===== src/rtl/f_backtrace.sv =====
// Back-pointer walker for the formant segmentation DP.
// Follows B(k,i) from (k_start,i_start) down to k=1, buffers each segment's
// frame span, then streams spans out in ascending k over valid/ready.
// B-table reads use the shared port with a fixed 2-cycle read latency, so a
// walk step is REQ -> WAIT -> CHECK.
module f_backtrace #(
  parameter int BIT_WIDTH = 32,
  parameter int I         = 160,
  parameter int FORMANTS  = 5,
  localparam int IW       = $clog2(I),
  localparam int KW       = $clog2(FORMANTS + 1)
) (
  input  logic                 clk_in,
  input  logic                 rst_in,
  input  logic                 start,
  input  logic [KW-1:0]        k_start,
  input  logic [IW-1:0]        i_start,
  output logic                 rd_en,
  output logic [KW-1:0]        rd_k,
  output logic [IW-1:0]        rd_i,
  input  logic [BIT_WIDTH-1:0] b_rdata,
  output logic                 seg_valid,
  input  logic                 seg_ready,
  output logic [KW-1:0]        seg_k,
  output logic [IW-1:0]        seg_start,
  output logic [IW-1:0]        seg_end,
  output logic                 busy,
  output logic                 done,
  output logic                 error
);

  // buffer sized to the full k index range so any k_cur value indexes safely
  localparam int NB = 1 << KW;
  localparam logic signed [BIT_WIDTH-1:0] ONE = 1;
  localparam logic signed [BIT_WIDTH-1:0] TWO = 2;

  typedef enum logic [2:0] {
    S_IDLE, S_REQ, S_WAIT, S_CHECK, S_EMIT, S_FINISH
  } state_t;

  state_t              state;
  logic [KW-1:0]       k_cur, k_tot, idx;
  logic [IW-1:0]       i_cur;
  logic [IW-1:0]       sb_start [NB];
  logic [IW-1:0]       sb_end   [NB];

  logic signed [BIT_WIDTH-1:0] j_s, j_lo, j_hi;
  logic                        j_in_range, j_is_root, k_bad;
  logic [KW-1:0]               idx_nxt;
  logic [IW-1:0]               j_idx;

  // back-pointer legality and start-argument checks
  always_comb begin
    j_s        = $signed(b_rdata);
    j_lo       = $signed({{(BIT_WIDTH-KW){1'b0}}, k_cur}) - TWO;
    j_hi       = $signed({{(BIT_WIDTH-IW){1'b0}}, i_cur}) - ONE;
    j_in_range = (j_s >= j_lo) && (j_s <= j_hi);
    j_is_root  = (j_s == '1);
    j_idx      = j_s[IW-1:0];
    idx_nxt    = idx + 1'b1;
    k_bad      = (k_start == '0) ||
                 (32'(k_start) > 32'(FORMANTS)) ||
                 (32'(k_start) > 32'(i_start) + 32'd1);
  end

  // walk / emit FSM with registered outputs
  always_ff @(posedge clk_in) begin
    if (rst_in) begin
      state     <= S_IDLE;
      k_cur     <= '0;
      k_tot     <= '0;
      i_cur     <= '0;
      idx       <= '0;
      rd_en     <= 1'b0;
      rd_k      <= '0;
      rd_i      <= '0;
      seg_valid <= 1'b0;
      seg_k     <= '0;
      seg_start <= '0;
      seg_end   <= '0;
      busy      <= 1'b0;
      done      <= 1'b0;
      error     <= 1'b0;
    end else begin
      case (state)
        S_IDLE: begin
          if (start) begin
            k_cur <= k_start;
            i_cur <= i_start;
            k_tot <= k_start;
            busy  <= 1'b1;
            if (k_bad) begin
              state <= S_FINISH;
              done  <= 1'b1;
              error <= 1'b1;
            end else begin
              state <= S_REQ;
              rd_en <= 1'b1;
              rd_k  <= k_start;
              rd_i  <= i_start;
            end
          end
        end
        S_REQ: begin
          rd_en <= 1'b0;
          state <= S_WAIT;
        end
        S_WAIT: state <= S_CHECK;
        S_CHECK: begin
          if (k_cur == KW'(1)) begin
            if (j_is_root) begin
              sb_start[1] <= '0;
              sb_end[1]   <= i_cur;
              idx         <= KW'(1);
              seg_valid   <= 1'b1;
              seg_k       <= KW'(1);
              seg_start   <= '0;
              seg_end     <= i_cur;
              state       <= S_EMIT;
            end else begin
              state <= S_FINISH;
              done  <= 1'b1;
              error <= 1'b1;
            end
          end else if (j_in_range) begin
            sb_start[k_cur] <= j_idx + IW'(1);
            sb_end[k_cur]   <= i_cur;
            i_cur           <= j_idx;
            k_cur           <= k_cur - 1'b1;
            rd_en           <= 1'b1;
            rd_k            <= k_cur - 1'b1;
            rd_i            <= j_idx;
            state           <= S_REQ;
          end else begin
            state <= S_FINISH;
            done  <= 1'b1;
            error <= 1'b1;
          end
        end
        S_EMIT: begin
          if (seg_ready) begin
            if (idx == k_tot) begin
              seg_valid <= 1'b0;
              done      <= 1'b1;
              state     <= S_FINISH;
            end else begin
              idx       <= idx_nxt;
              seg_k     <= idx_nxt;
              seg_start <= sb_start[idx_nxt];
              seg_end   <= sb_end[idx_nxt];
            end
          end
        end
        S_FINISH: begin
          done  <= 1'b0;
          error <= 1'b0;
          busy  <= 1'b0;
          state <= S_IDLE;
        end
        default: state <= S_IDLE;
      endcase
    end
  end

endmodule


===== config.mk =====
export PLATFORM = sky130hd
export DESIGN_NAME = f_backtrace
export DESIGN_NICKNAME = d
export VERILOG_FILES = /design/src/rtl/f_backtrace.sv
export SDC_FILE = /design/constraint.sdc
export NUM_CORES = 1
export LEC_CHECK = 0
export CAP_MARGIN = 15
export CORE_MARGIN = 1
export CORE_UTILIZATION = 45
export DETAILED_ROUTE_END_ITERATION = 10
export GPL_TIMING_DRIVEN = 0
export PLACE_DENSITY = 0.67
export SYNTH_ARGS = -nofsm -noshare
export SYNTH_HDL_FRONTEND = slang
export SYNTH_SLANG_ARGS = --single-unit
export TNS_END_PERCENT = 5

===== constraint.sdc =====
create_clock -name clk_in -period 5.85 [get_ports clk_in]
set_clock_uncertainty 0.15 [all_clocks]
set_input_delay 1.755 -clock clk_in [delete_from_list [all_inputs] [get_ports clk_in]]
set_output_delay 1.755 -clock clk_in [all_outputs]
set_load 0.005 [all_outputs]

# --- Yosys cells after proc, flatten, opt, wreduce, memory -nomap -nowiden ---
# Memories as Yosys holds them, arrays and structs flattened.
# Index checks and enable logic that the tools add are counted.
op_classes:
  n_addsub: 6
  multipliers: 0
  div: 0
  order_cmp: 4
  n_eq_ne: 20
  shift: 0
  muxes: 74
  bitwise_logic: 0
  reduce_logical: 23
op_table:
  columns: ["cell", "n"]
  rows:
  - ["$mux 8", 15]
  - ["$pmux 8 s2", 4]
  - ["$mux 3", 17]
  - ["$eq 32x32->1 const B", 1]
  - ["$ge 32x4->1", 1]
  - ["$le 32x9->1", 1]
  - ["$mux 1", 29]
  - ["$reduce_and 5->1", 5]
  - ["$ne 2x2->1 const B", 10]
  - ["$pmux 3 s2", 3]
  - ["$reduce_or 8->1", 2]
  - ["$pmux 3 s5", 1]
  - ["$add 8x1->9 const B", 1]
  - ["$gt 3x9->1", 1]
  - ["$sub 8x1->9 const B", 1]
  - ["$add 8x1->8 const B", 1]
  - ["$reduce_and 7->1", 1]
  - ["$eq 3x1->1 const B", 2]
  - ["$eq 3x2->1 const B", 2]
  - ["$eq 3x3->1 const B", 2]
  - ["$logic_not 3->1", 2]
  - ["$ne 3x3->1 const B", 2]
  - ["$pmux 1 s3", 2]
  - ["$reduce_bool 2->1", 3]
  - ["14 further kinds", 18]
word_totals:
  reg_bits: 52
  latchBits: 0
  ram_bits: 128
  rom_bits: 0
  inputBits: 47
  output_inout_bits: 35
  n_memories: 2
mem_list:
  columns: ["memory", "depth", "width", "rd", "rd_clocked_by_memory_dff", "write_ports", "line", "rtl"]
  rows:
  - ["sb_end", 8, 8, 1, 0, 1, "45", "logic [IW-1:0] sb_end [NB];"]
  - ["sb_start", 8, 8, 1, 0, 1, "44", "logic [IW-1:0] sb_start [NB];"]

# --- Depth between registers and ports, before layout ---
depth:
  depth_word: 10
  ltp_mapped: 15

# --- Worst setup path before layout ---
# No wires, ideal clock.
synth_path:
  path_kind: "register -> register"
  from: "register i_cur[0]"
  to: "memory sb_end[0][0] in the netlist's numbering (enable)"
  arrival_ps: 5029
  required_time_ps: 5270
  path_slack_ps: 240
  stages_incl_launch_ff: 14
  synth_period_minus_slack_ps: 5610
  cell_sequence: "dfxtp_1 -> inv_1 -> ha_1 -> nand2_1 -> or3_1 -> or3_1 -> ha_1 -> nand4_1 -> or4_1 -> nor2_1 -> nor2_1 -> a221oi_2 -> nand2_2 -> nor4_1"
synth_via:
  elab_chain_len: 10
  word_cells_on_any_way: 11
  cone_classes: "1 x add/sub; 1 x order compare; 7 x mux; 2 x reduce/logical"
synth_rtl:
  columns: ["item", "line", "rtl"]
  rows:
  - ["start, declared", "43", "logic [IW-1:0] i_cur;"]
  - ["start signal, assigned", "89", "i_cur <= i_start;"]
  - ["start signal, assigned", "128", "i_cur <= j_idx;"]
  - ["$sub 8x1->9 *", "56", "j_hi = $signed({{(BIT_WIDTH-IW){1'b0}}, i_cur}) - ONE;"]
  - ["$le 32x9->1 *", "57", "j_in_range = (j_s >= j_lo) && (j_s <= j_hi);"]
  - ["$logic_and 1x1->1 *", "57", null]
  - ["$mux 1 *", "125", "end else if (j_in_range) begin"]
  - ["$mux 1 *", "110", "if (k_cur == KW'(1)) begin"]
  - ["$mux 1 *", "85", "case (state)"]
  - ["$mux 1 *", "68", "if (rst_in) begin"]
  - ["$mux 1 (not written as such) *", "127", "sb_end[k_cur] <= i_cur;"]
  - ["$reduce_or 8->1 (no line)", null, null]
  - ["$mux 3 (no line) or $mux 1 (tied branches)", null, null]
  - ["end, declared", "45", null]
# Mark *: on every way between the ends. The rest lies on a longest branch, timed or not.

# --- Final worst setup path ---
layout_path:
  from: "register i_cur[0]"
  to: "memory sb_end[6][4] in the netlist's numbering (enable)"
# Same word-level chain as after synthesis.

==> results.ini <==
[run_status]
status=completed

[setup_path]
cp.depth=15
path_class=flip-flop to flip-flop
slowest_stage=nor4_2
critPathArrivalTime_ps=5470
cp_top_family=simple AND/OR/NAND/NOR gates
worstSetupEndpoint=sb_end[6][4]
ff2ff_setup_slack_ps=360
crit_chain=inv_1 > ha_1 > nand2_1 > or3_1 > or3_4 > ha_1 > a21oi_1 > o21ai_1 > a221oi_1 > and3_1 > o311ai_1 > a221oi_4 > nand2_2 > nor4_2 > buf_6
path_buf_inv=2
slowest_delay_ps=840
worstReg2RegStart=i_cur[0]
reg2reg_depth=15
r2r-end=sb_end[6][4]
crit_path_end_kind=flip-flop
cp-startpoint=i_cur[0]
start_kind=flip-flop
path_common_cell=ha_1
critical_path.max_fanout=24
worstPathRequired_ps=5840

[placed_design]
dp_slack_ps=-385
gp_congestion=0.841
numPortBuffers=80
place_area_um2=10400
hpwlAfterDp_mm=16.0

[layout]
final_nets=971
drive_gt1_frac=0.132
post-route-cell-area_um2=11000
final_util=0.562
area_growth_pct=21.3
nFillCells=1700
diodes=0
multi_input_area_um2=4040
regArea_um2=4880

[sta]
max_freq_ghz=0.182
worstMarginPinSlew_ps=1220
drv_slew=0
tns_ps=0
timing.final.ws_setup_ps=363
rsz0062_at_grt=false
fin_crit_ps=5490
finalSetupViolCount=0
hold_viol=0
fin_crit_sh=0.938
maxSlewHeadroom=0.185
whs_ps=300

[floorplanning]
rows=51
die_w_um=144
core_area_um2=19600
initial_core_util=0.463
die-height_um=144
io_pins=82
die_area_um2=20700

[clock_tree]
cts_buffers=17
htree_levels=4
cts-root-buf=clkbuf_16
path_clk_slew_ps=70
clkSinkCount=180
post-cts-setup-buffers=0
clock_path_buffers=2
tritoncts=yes
insertion_delay_ps=430

[power]
total_leakage_power_uw=0.00385
ir_drop_uv=248
powerDensity_nw_per_um2=399

[grt]
grtUsageTotal=0.224
grt_pass1_vias=6260
grt_pass1_wl_mm=34.0
grt_antenna_before_repair=0
grt_max_degree=30
overflow=0

[yosys]
synth_nets=858
synth.avg_cell_area_um2=12.3
synthTopCellsByCount=edfxtp_1 (128), nand2_1 (78), ha_1 (74)
syn_area_um2=9080
synthFlopType=edfxtp_1
synth_area_leader_cell=edfxtp_1
synth_top_area_frac=0.423
syn_inst=737
synth_area_leaders=edfxtp_1 (42%), dfxtp_1 (11%), ha_1 (10%)
postSynth.asyncResetShare=0
yosysWarnings=0
yosysMostFrequentCell=edfxtp_1
synth_cell_types=59
synth_edf_count=128
seq_area_frac_synth=0.538
synth-seq-cells=180

[routing]
routed_via_density=5.65
drt_first_pass_iters=4
drt_iter0_markers=422
drc_errors=0
drt_wl_total_mm=21.8
wl_per_cell_um=19.3
postRouteAntennaNets=0
via_count=6369

[hold_path]
hold_class=flip-flop to flip-flop
hold_start=seg_start[5]

[run]
maxCapViolCount=0

-- layout make-up --
| type | count | share of cell area |
|---|---|---|
| Sequential cell | 180 | 0.444 |
| Tap cell | 265 | 0.0301 |
| Clock inverter | 13 | 0.00943 |
| Timing Repair Buffer | 94 | 0.0862 |
| Multi-Input combinational cell | 500 | 0.367 |
| Buffer | 33 | 0.0131 |
| Inverter | 24 | 0.00818 |
| Clock buffer | 19 | 0.0422 |
-- metrics by stage --
step	instances	power, µW
6_report	1128	4400
5_1_grt	1128	4680
3_3_place_gp	1082	3230
3_5_place_dp	1096	3280
2_1_floorplan	737	2770
4_1_cts	1128	4380
-- report_power, final --
part / internal (µW) / switching (µW)
Clock: 619 / 479
Sequential: 1490 / 135
Combinational: 708 / 963
Total: 2820 / 1580
-- worst reg2reg max path: cells and delay by family (launching register included) --
family	cells	cell delay [ps]
flip-flops	1	450
buffers and inverters	2	460
AND/OR/NAND/NOR	6	2220
adder cells (fa/ha/maj)	2	590
AO/OA/AOI/OAI	5	1310
-- flip-flops by register name (all words and copies together), names as in the netlist, 8 cells and up --
register   count
i_cur          8
rd_i           8
seg_start      8
seg_end        8
sb_start      64
sb_end        64
-- per-layer routing --
| metal | part of all wire | track usage |
|---|---|---|
| met4 | 0.020 | 0.0845 |
| met2 | 0.48 | 0.372 |
| met1 | 0.44 | 0.292 |
| met5 | 0 | 0 |
| met3 | 0.057 | 0.0397 |
-- layout by cell type, fill, tap and decap left out, types with 23 or more instances in the layout --
cell,n
nand2_1,78
nand3_1,23
nor2_1,41
a21oi_1,63
ha_1,74
edfxtp_1,128
mux4_2,32
dfxtp_1,52
clkbuf_1,23
inv_1,24
clkdlybuf4s50_1,80
-- worst min-delay path by stage --
stage	slack [ps]	cells past startpoint	to
floorplan	290	2	rd_i[0]
global placement	290	2	seg_end[4]
detailed placement	290	2	rd_i[1]
CTS	300	2	seg_end[0]
global route	320	2	seg_start[5]
finish	300	2	seg_start[5]
-- cells by family after synthesis --
| group | share of synthesized area |
|---|---|
| AOI/OAI and AO/OA | 0.0947 |
| xor gates and xnor gates | 0.0183 |
| adders and majority gates | 0.102 |
| buffers and inverters | 0.0258 |
| DFF | 0.538 |
| muxes | 0.110 |
| and+or+nand+nor | 0.111 |
-- what timing repair did --
action / in CTS / in global routing
pin swaps: 1 / 1
cloned: 0 / 0
resized for setup: 2 / 4
endpoints found under the setup margin: 70 / 102
hold buffers: 0 / 0
Power figures use the tool's default switching activity.
